$ cat config.mk
export PLATFORM = sky130hd
export DESIGN_NAME = sram_arbiter
export DESIGN_NICKNAME = d
export VERILOG_FILES = /design/src/rtl/sram_arbiter.sv
export SDC_FILE = /design/constraint.sdc
export NUM_CORES = 1
export LEC_CHECK = 0
export CORE_UTILIZATION = 39
export CTS_CLUSTER_SIZE = 8
export DETAILED_ROUTE_END_ITERATION = 8
export PLACE_DENSITY = 0.81
export SYNTH_ARGS = -nofsm -noshare
export SYNTH_HDL_FRONTEND = slang
export SYNTH_SLANG_ARGS = --single-unit
$ cat constraint.sdc
create_clock -name clk -period 2.9 [get_ports clk]
set_clock_uncertainty 0.2 [all_clocks]
set_input_delay 0.725 -clock clk [delete_from_list [all_inputs] [get_ports clk]]
set_output_delay 0.725 -clock clk [all_outputs]
set_load 0.03 [all_outputs]
$ cat src/rtl/sram_arbiter.sv
// Round-robin arbiter sharing one SRAM controller between the MEM-stage port (0)
// and the write-buffer/auxiliary port (1); holds each transaction until ready or timeout.
module sram_arbiter #(
  parameter int unsigned TIMEOUT = 64
) (
  input  logic        clk,
  input  logic        rst,
  input  logic        p0_read_en,
  input  logic        p0_write_en,
  input  logic [18:0] p0_address,
  input  logic [31:0] p0_write_data,
  output logic [63:0] p0_read_data,
  output logic        p0_ack,
  input  logic        p1_read_en,
  input  logic        p1_write_en,
  input  logic [18:0] p1_address,
  input  logic [31:0] p1_write_data,
  output logic [63:0] p1_read_data,
  output logic        p1_ack,
  output logic        sram_read_en,
  output logic        sram_write_en,
  output logic [18:0] sram_address,
  output logic [31:0] sram_write_data,
  input  logic [63:0] sram_read_data,
  input  logic        sram_ready,
  output logic        grant,
  output logic        busy,
  output logic        timeout_err
);

  typedef enum logic [1:0] {IDLE, BUSY, RESP} state_e;

  localparam logic [7:0] LAST_COUNT = 8'(TIMEOUT - 1);

  state_e      state_q, state_d;
  logic        rd_en_q, rd_en_d;
  logic        wr_en_q, wr_en_d;
  logic [18:0] addr_q, addr_d;
  logic [31:0] wdata_q, wdata_d;
  logic [63:0] rdata0_q, rdata0_d;
  logic [63:0] rdata1_q, rdata1_d;
  logic        ack0_q, ack0_d;
  logic        ack1_q, ack1_d;
  logic        grant_q, grant_d;
  logic        last_grant_q, last_grant_d;
  logic        busy_q, busy_d;
  logic        terr_q, terr_d;
  logic [7:0]  count_q, count_d;

  logic p0_req, p1_req, winner, win_read;

  assign p0_req = p0_read_en | p0_write_en;
  assign p1_req = p1_read_en | p1_write_en;

  always_comb begin
    state_d      = state_q;
    rd_en_d      = rd_en_q;
    wr_en_d      = wr_en_q;
    addr_d       = addr_q;
    wdata_d      = wdata_q;
    rdata0_d     = rdata0_q;
    rdata1_d     = rdata1_q;
    ack0_d       = 1'b0;
    ack1_d       = 1'b0;
    grant_d      = grant_q;
    last_grant_d = last_grant_q;
    terr_d       = terr_q;
    count_d      = count_q;
    winner       = (p0_req && p1_req) ? ~last_grant_q : p1_req;
    win_read     = winner ? p1_read_en : p0_read_en;

    case (state_q)
      IDLE: begin
        if (p0_req || p1_req) begin
          grant_d = winner;
          rd_en_d = win_read;
          wr_en_d = ~win_read;
          addr_d  = winner ? p1_address : p0_address;
          wdata_d = winner ? p1_write_data : p0_write_data;
          count_d = 8'd0;
          state_d = BUSY;
        end
      end
      BUSY: begin
        // count_q == 0 marks the first BUSY cycle, where ready is not yet meaningful
        if (sram_ready && count_q != 8'd0) begin
          if (rd_en_q && !grant_q) rdata0_d = sram_read_data;
          if (rd_en_q && grant_q)  rdata1_d = sram_read_data;
          rd_en_d = 1'b0;
          wr_en_d = 1'b0;
          ack0_d  = ~grant_q;
          ack1_d  = grant_q;
          state_d = RESP;
        end else if (count_q == LAST_COUNT) begin
          terr_d  = 1'b1;
          rd_en_d = 1'b0;
          wr_en_d = 1'b0;
          ack0_d  = ~grant_q;
          ack1_d  = grant_q;
          state_d = RESP;
        end else begin
          count_d = count_q + 8'd1;
        end
      end
      RESP: begin
        last_grant_d = grant_q;
        state_d      = IDLE;
      end
      default: state_d = IDLE;
    endcase

    busy_d = (state_d != IDLE);
  end

  always_ff @(posedge clk) begin
    if (!rst) begin
      state_q      <= IDLE;
      rd_en_q      <= 1'b0;
      wr_en_q      <= 1'b0;
      addr_q       <= '0;
      wdata_q      <= '0;
      rdata0_q     <= '0;
      rdata1_q     <= '0;
      ack0_q       <= 1'b0;
      ack1_q       <= 1'b0;
      grant_q      <= 1'b0;
      last_grant_q <= 1'b1;
      busy_q       <= 1'b0;
      terr_q       <= 1'b0;
      count_q      <= '0;
    end else begin
      state_q      <= state_d;
      rd_en_q      <= rd_en_d;
      wr_en_q      <= wr_en_d;
      addr_q       <= addr_d;
      wdata_q      <= wdata_d;
      rdata0_q     <= rdata0_d;
      rdata1_q     <= rdata1_d;
      ack0_q       <= ack0_d;
      ack1_q       <= ack1_d;
      grant_q      <= grant_d;
      last_grant_q <= last_grant_d;
      busy_q       <= busy_d;
      terr_q       <= terr_d;
      count_q      <= count_d;
    end
  end

  assign sram_read_en    = rd_en_q;
  assign sram_write_en   = wr_en_q;
  assign sram_address    = addr_q;
  assign sram_write_data = wdata_q;
  assign p0_read_data    = rdata0_q;
  assign p1_read_data    = rdata1_q;
  assign p0_ack          = ack0_q;
  assign p1_ack          = ack1_q;
  assign grant           = grant_q;
  assign busy            = busy_q;
  assign timeout_err     = terr_q;

endmodule

==> results of run 1 <==
## flip-flops by register name (all words and copies together) (netlist names), 2 cells and up
signal and count:
count_q 8, p0_read_data 64, p1_read_data 64, sram_address 19, sram_write_data 32, state_q 2
## per-layer routing
| layer | up-vias | track usage, % | wire (um) |
|---|---|---|---|
| li1 | 3798 | - | - |
| met1 | 3473 | 26.6 | 9920 |
| met2 | 216 | 38.0 | 11600 |
| met3 | 34 | 6.93 | 1540 |
| met4 | 0 | 8.29 | 507 |
| met5 | - | 0 | 0 |
## worst paths after layout
| kind | start | to | slack (ns) | cells past startpoint |
|---|---|---|---|---|
| setup / recovery | grant$_SDFFE_PN0P_ | grant | 0.27 | 1 |
| hold / removal | p0_read_data[47]$_SDFFE_PN0P_ | p0_read_data[47]$_SDFFE_PN0P_ | 0.25 | 2 |
| setup reg to reg | count_q[0]$_SDFFE_PN0P_ | count_q[5]$_SDFFE_PN0P_ | 0.66 | 6 |
| hold reg to reg | p0_read_data[47]$_SDFFE_PN0P_ | p0_read_data[47]$_SDFFE_PN0P_ | 0.25 | 2 |
## stage by stage
step,instances,setup slack [ns]
after global routing,1493,0.232
after floorplan,904,0.593
after CTS,1493,0.238
after global placement,1461,0.214
final,1493,0.266
after detailed placement,1461,0.155
## worst register-to-register path, stage by stage (launching register included)
cell	delay (ns)
dfxtp_1	0.34
inv_1	0.11
ha_1	0.18
nor4b_4	0.38
a21oi_2	0.17
or4_1	0.55
a211oi_1	0.22
## area by class of cell
| class | count | area share (%) |
|---|---|---|
| Timing Repair Buffer | 376 | 31.6 |
| Clock inverter | 15 | 1.63 |
| Inverter | 6 | 0.184 |
| Clock buffer | 17 | 3.48 |
| Tap cell | 265 | 2.71 |
| Sequential cell | 197 | 32.3 |
| Multi-Input combinational cell | 617 | 28.1 |
## cells in the mapped netlist, drive strengths merged (2+ instances only)
master,instances
nand3,133
nor2,56
o31ai,2
o21ai,132
and3,4
a21oi,6
mux2,2
a2111oi,2
nand4,5
clkbuf,48
nand2b,3
inv,6
nor2b,3
o211ai,3
nor3,2
a211oi,52
dfxtp,197
or4,2
and2,3
buf,36
mux2i,53
ha,2
nand2,135
o22ai,3
## cell families after synthesis
kind of cell	after synthesis	synth area share, %
adders and majority gates	2	0.319
and+or+nand+nor	351	20.2
AOI/OAI and AO/OA	209	15.8
muxes	55	7.11
DFF	197	50.3
buffers and inverters	90	6.16
## power by group
part / switching [mW] / total (mW) / internal, mW / leakage, nW
Sequential: 0.0578 / 2.86 / 2.80 / 1.60
Clock: 1.19 / 2.46 / 1.26 / 0.301
Combinational: 0.560 / 1.07 / 0.514 / 2.62
Total: 1.81 / 6.39 / 4.58 / 4.53
==> summary.md, run 1 <==
| Metric | Value |
|---|---|
| Critical-path cell list | `clkdlybuf4s50_1` |
| Sequential share of the synthesized area | `roughly half` |
| Starting Density | `between 40% and 50%` |
| PwrDens | `approximately 520 nW/um^2` |
| CP endpoint kind | `output pin` |
| Synth Register Bits | `slightly below 200` |
| Reg area | `approximately 3900 um^2` |
| Post-placement cell area | `~12000 um^2` |
| Die boundary height | `144 um` |
| Largest net degree at the start of global routing | `between 70 and 80` |
| Slowest CP cell | `clkdlybuf4s50_1` |
| Routed wire per std cell | `roughly 16 um` |
| RSZ-0062 raised after global routing | `false` |
| CTS Buffer Depth | `2` |
| Max-cap violations | `0` |
| Gate Count Post-Synth | `904` |
| Yosys top cell by area | `dfxtp_1` |
| Area Overhead vs Synth | `55.9%` |
| Number of synthesized flops with an enable pin | `0` |
| Hold Path Class | `flip-flop to flip-flop` |
| CTS H-tree depth | `4` |
| Vias | `about 7500` |
| Final period util | `between 90% and 100%` |
| Port Buffers | `approximately 360` |
| Post-CTS Hold Buffers | `0` |
| Detailed Route WL | `23500 um` |
| Row count | `a little over 50` |
| Area taken by multi-input logic gates | `3430 um^2` |
| WP data required | `~2.0 ns` |
| CP Max Fanout | `4` |
| Initial antenna violation count | `0` |
| Most common cell after layout, fill and taps aside | `clkdlybuf4s50_1` |
| Startpoint types | `flip-flop` |
| Vias in the first global route | `6878` |
| Die area | `between 20000 and 25000 um^2` |
| Worst Path Buf+Inv | `1` |
| WHS | `~0.25 ns` |
| FFs w/ async S/R, synth | `0%` |
| Most frequent cells in the layout | `clkdlybuf4s50_1, dfxtp_1, nand2_1, nand3_1, o21ai_0` |
| DRC viols | `0` |
| Cts bufs inserted | `17` |
| Layout Utilization | `about 62%` |
| Synth unique cells | `49` |
| Reg clk slew, reported paths | `approximately 0.070 ns` |
| # diodes | `0` |
| Crit Path Category | `flip-flop to output pin` |
| Syn_area_per_cell | `between 8 and 9 um^2` |
| Gp weighted congestion | `roughly 0.92` |
| Total track usage | `approximately 22%` |
| VDD IR-drop max | `397 uV` |
| First-pass GRT wire length | `35900 um` |
| Max_slew headroom | `a little under 60%` |
| Lkg Pwr | `between 4 and 5 nW` |
| Mapped Nets | `1079` |
| CTS tree | `done` |
| Tot Pwr | `between 6 and 7 mW` |
| Number of fill cells | `around 1700` |
| Grt total ovfl | `0` |
| Clock Latency Late Sink | `0.43 ns` |
| CTS root buf | `clkbuf_16` |
| Fin nets | `1390` |
| Fin area | `12200 um^2` |
| I/O pins | `roughly 360` |
| Fin. max-slew vios | `0` |
| Final setup vio count | `0` |
| Minimum clock period | `around 2.6 ns` |
| Clk sinks | `197` |
| Status | `completed` |
| Die Width | `roughly 140 um` |
| Top cells by area, synth | `dfxtp_1, nand3_1, o21ai_0, mux2i_1, nand2_1` |
| CTS resizes | `0` |
| Post-Syn Area | `around 7800 um^2` |
| DRT Pass-1 Iters | `4` |
| Worst-Margin Slew | `about 0.6 ns` |
| HPWL Detailed | `17000 um` |
| Core region area | `around 20000 um^2` |
| Routed Antenna Nets | `0` |
| Delay-heaviest family, CP | `buffers and inverters` |
| Post-CTS setup buffer count | `0` |
| Final Hold Violating Endpoints | `0` |
| Critical Path AT | `1.71 ns` |
| Crit path largest cell delay | `about 0.81 ns` |
| Post-synth top flop | `dfxtp_1` |
| Initial DRC count | `381` |
| Fmax | `around 0.38 GHz` |
| Synth top area share | `about 50%` |
| YS warnings | `0` |
| Fraction of layout cells with a size suffix above 1 | `slightly above 5%` |
| Setup TNS | `0 ns` |
| Vias per cell | `between 5 and 6` |
(Power assumes the default switching activity.)
==> run 2, diff against run 1 <==
--- a/config.mk
+++ b/config.mk
@@ -5,6 +5,7 @@
 export SDC_FILE = /design/constraint.sdc
 export NUM_CORES = 1
 export LEC_CHECK = 0
+export CORE_ASPECT_RATIO = 0.9
 export CORE_UTILIZATION = 39
 export CTS_CLUSTER_SIZE = 8
 export DETAILED_ROUTE_END_ITERATION = 8
==> constraint.sdc (replaced) <==
create_clock -name clk -period 2.9 [get_ports clk]
set_clock_uncertainty 0.2 [all_clocks]
set_input_delay 0.725 -clock clk [delete_from_list [all_inputs] [get_ports clk]]
set_output_delay 0.725 -clock clk [all_outputs]
set_load 0.05 [all_outputs]
==> summary.md, run 2 (synthesis results as in run 1) <==
| Metric | Value |
|---|---|
| CTS Buffer Depth | `2` |
| PwrDens | `around 540 nW/um^2` |
| Most frequent cells in the layout | `clkdlybuf4s50_1, dfxtp_1, nand2_1, nand3_1, o21ai_0` |
| Vias per cell | `about 5.1` |
| Crit path largest cell delay | `roughly 0.84 ns` |
| Final period util | `90.2%` |
| Fin area | `between 10000 and 15000 um^2` |
| Hold Path Class | `flip-flop to flip-flop` |
| Die boundary height | `136 um` |
| Fraction of layout cells with a size suffix above 1 | `~5.4%` |
| Worst-Margin Slew | `between 0.6 and 0.7 ns` |
| DRC viols | `0` |
| Worst Path Buf+Inv | `1` |
| Core region area | `about 19000 um^2` |
| Critical Path AT | `between 1.5 and 2 ns` |
| Post-CTS Hold Buffers | `0` |
| Row count | `48` |
| Slowest CP cell | `clkdlybuf4s50_1` |
| WP data required | `1.98 ns` |
| HPWL Detailed | `17500 um` |
| RSZ-0062 raised after global routing | `false` |
| Initial antenna violation count | `0` |
| Clock Latency Late Sink | `~0.43 ns` |
| Routed Antenna Nets | `0` |
| Reg2reg start | `count_q[0]$_SDFFE_PN0P_` |
| Starting Density | `40.4%` |
| I/O pins | `around 360` |
| Critical-path cell list | `clkdlybuf4s50_1` |
| Fmax | `0.382 GHz` |
| Final cell count without fillers | `approximately 1500` |
| Detailed Route WL | `~24000 um` |
| CTS H-tree depth | `4` |
| First-pass GRT wire length | `~36000 um` |
| CP endpoint kind | `output pin` |
| Worst reg2reg setup slack | `roughly 0.7 ns` |
| R2R depth | `8` |
| Largest net degree at the start of global routing | `between 150 and 200` |
| Routed wire per std cell | `roughly 16 um` |
| Fin nets | `1394` |
| Setup TNS | `0 ns` |
| Startpoint types | `flip-flop` |
| Hold_sp | `p0_read_data[49]$_SDFFE_PN0P_` |
| CP Max Fanout | `4` |
| DRT Pass-1 Iters | `5` |
| Initial DRC count | `between 300 and 400` |
| Vias in the first global route | `6958` |
| Gp weighted congestion | `0.892` |
| Inst Count DP | `about 1500` |
| Crit Path Category | `flip-flop to output pin` |
| Critical path depth | `1` |
| Grt total ovfl | `0` |
| Hold path cells | `2` |
| Hold Path Sink | `p0_read_data[49]$_SDFFE_PN0P_` |
| Final Hold Violating Endpoints | `0` |
| Lkg Pwr | `~4.5 nW` |
| Post-CTS setup buffer count | `0` |
| Most common cell after layout, fill and taps aside | `clkdlybuf4s50_1` |
| # diodes | `0` |
| CTS root buf | `clkbuf_16` |
| Reg clk slew, reported paths | `around 0.070 ns` |
| Total track usage | `22.7%` |
| Delay-heaviest family, CP | `buffers and inverters` |
| Port Buffers | `around 360` |
| Clk sinks | `197` |
| Max-cap violations | `0` |
| Post-placement cell area | `11600 um^2` |
| Max_slew headroom | `between 50% and 60%` |
| Die Width | `between 150 and 200 um` |
| Status | `completed` |
| Cts bufs inserted | `17` |
| WHS | `~0.25 ns` |
| CTS tree | `done` |
| Fin. max-slew vios | `0` |
| Reg-to-Reg End | `p1_read_data[63]$_SDFFE_PN0P_` |
| Final setup vio count | `0` |
| VDD IR-drop max | `~400 uV` |
| Area Overhead vs Synth | `55.5%` |
| CTS resizes | `0` |
| Vias | `about 7500` |
| Minimum clock period | `roughly 2.6 ns` |
| Die area | `between 20000 and 25000 um^2` |
run 2: where the power goes:
group / switching, mW / internal, mW
clock: 1.13 / 1.37
combinational: 0.701 / 0.508
sequential: 0.0556 / 2.81
run 2: cell type report:
class | count | area, um^2
Fill cell | 1626 | 7210
Timing Repair Buffer | 380 | 3840
Tap cell | 250 | 313
Multi-Input combinational cell | 617 | 3430
Clock buffer | 19 | 453
Clock inverter | 13 | 184
Sequential cell | 197 | 3940
Inverter | 6 | 22.5
run 2: worst max-delay path by stage:
stage	from	to	slack [ns]
final	grant$_SDFFE_PN0P_	grant	0.28
after global routing	grant$_SDFFE_PN0P_	grant	0.23
after CTS	grant$_SDFFE_PN0P_	grant	0.26
after detailed placement	p1_write_en	sram_write_data[28]$_SDFFE_PN0P_	0.12
after global placement	sram_ready	p1_read_data[63]$_SDFFE_PN0P_	0.16
after floorplan	p0_write_en	grant$_SDFFE_PN0P_	0.59
run 2: through the flow:
step | power (mW) | worst slack (ns) | utilization, %
final | 6.57 | 0.285 | 62.8
after global routing | 6.82 | 0.228 | 62.8
after CTS | 6.63 | 0.260 | 62.8
after detailed placement | 4.14 | 0.122 | 59.6
after global placement | 4.12 | 0.163 | 59.6
after floorplan | 3.60 | 0.593 | -
run 2: per-layer routing:
layer  wire (um)  GRT usage, %  up-vias
met1        9910          27.9     3502
met2       11800          38.0      208
li1            -             -     3786
met3        1320          5.13       44
met4         665          9.67        0
met5           0             0        -
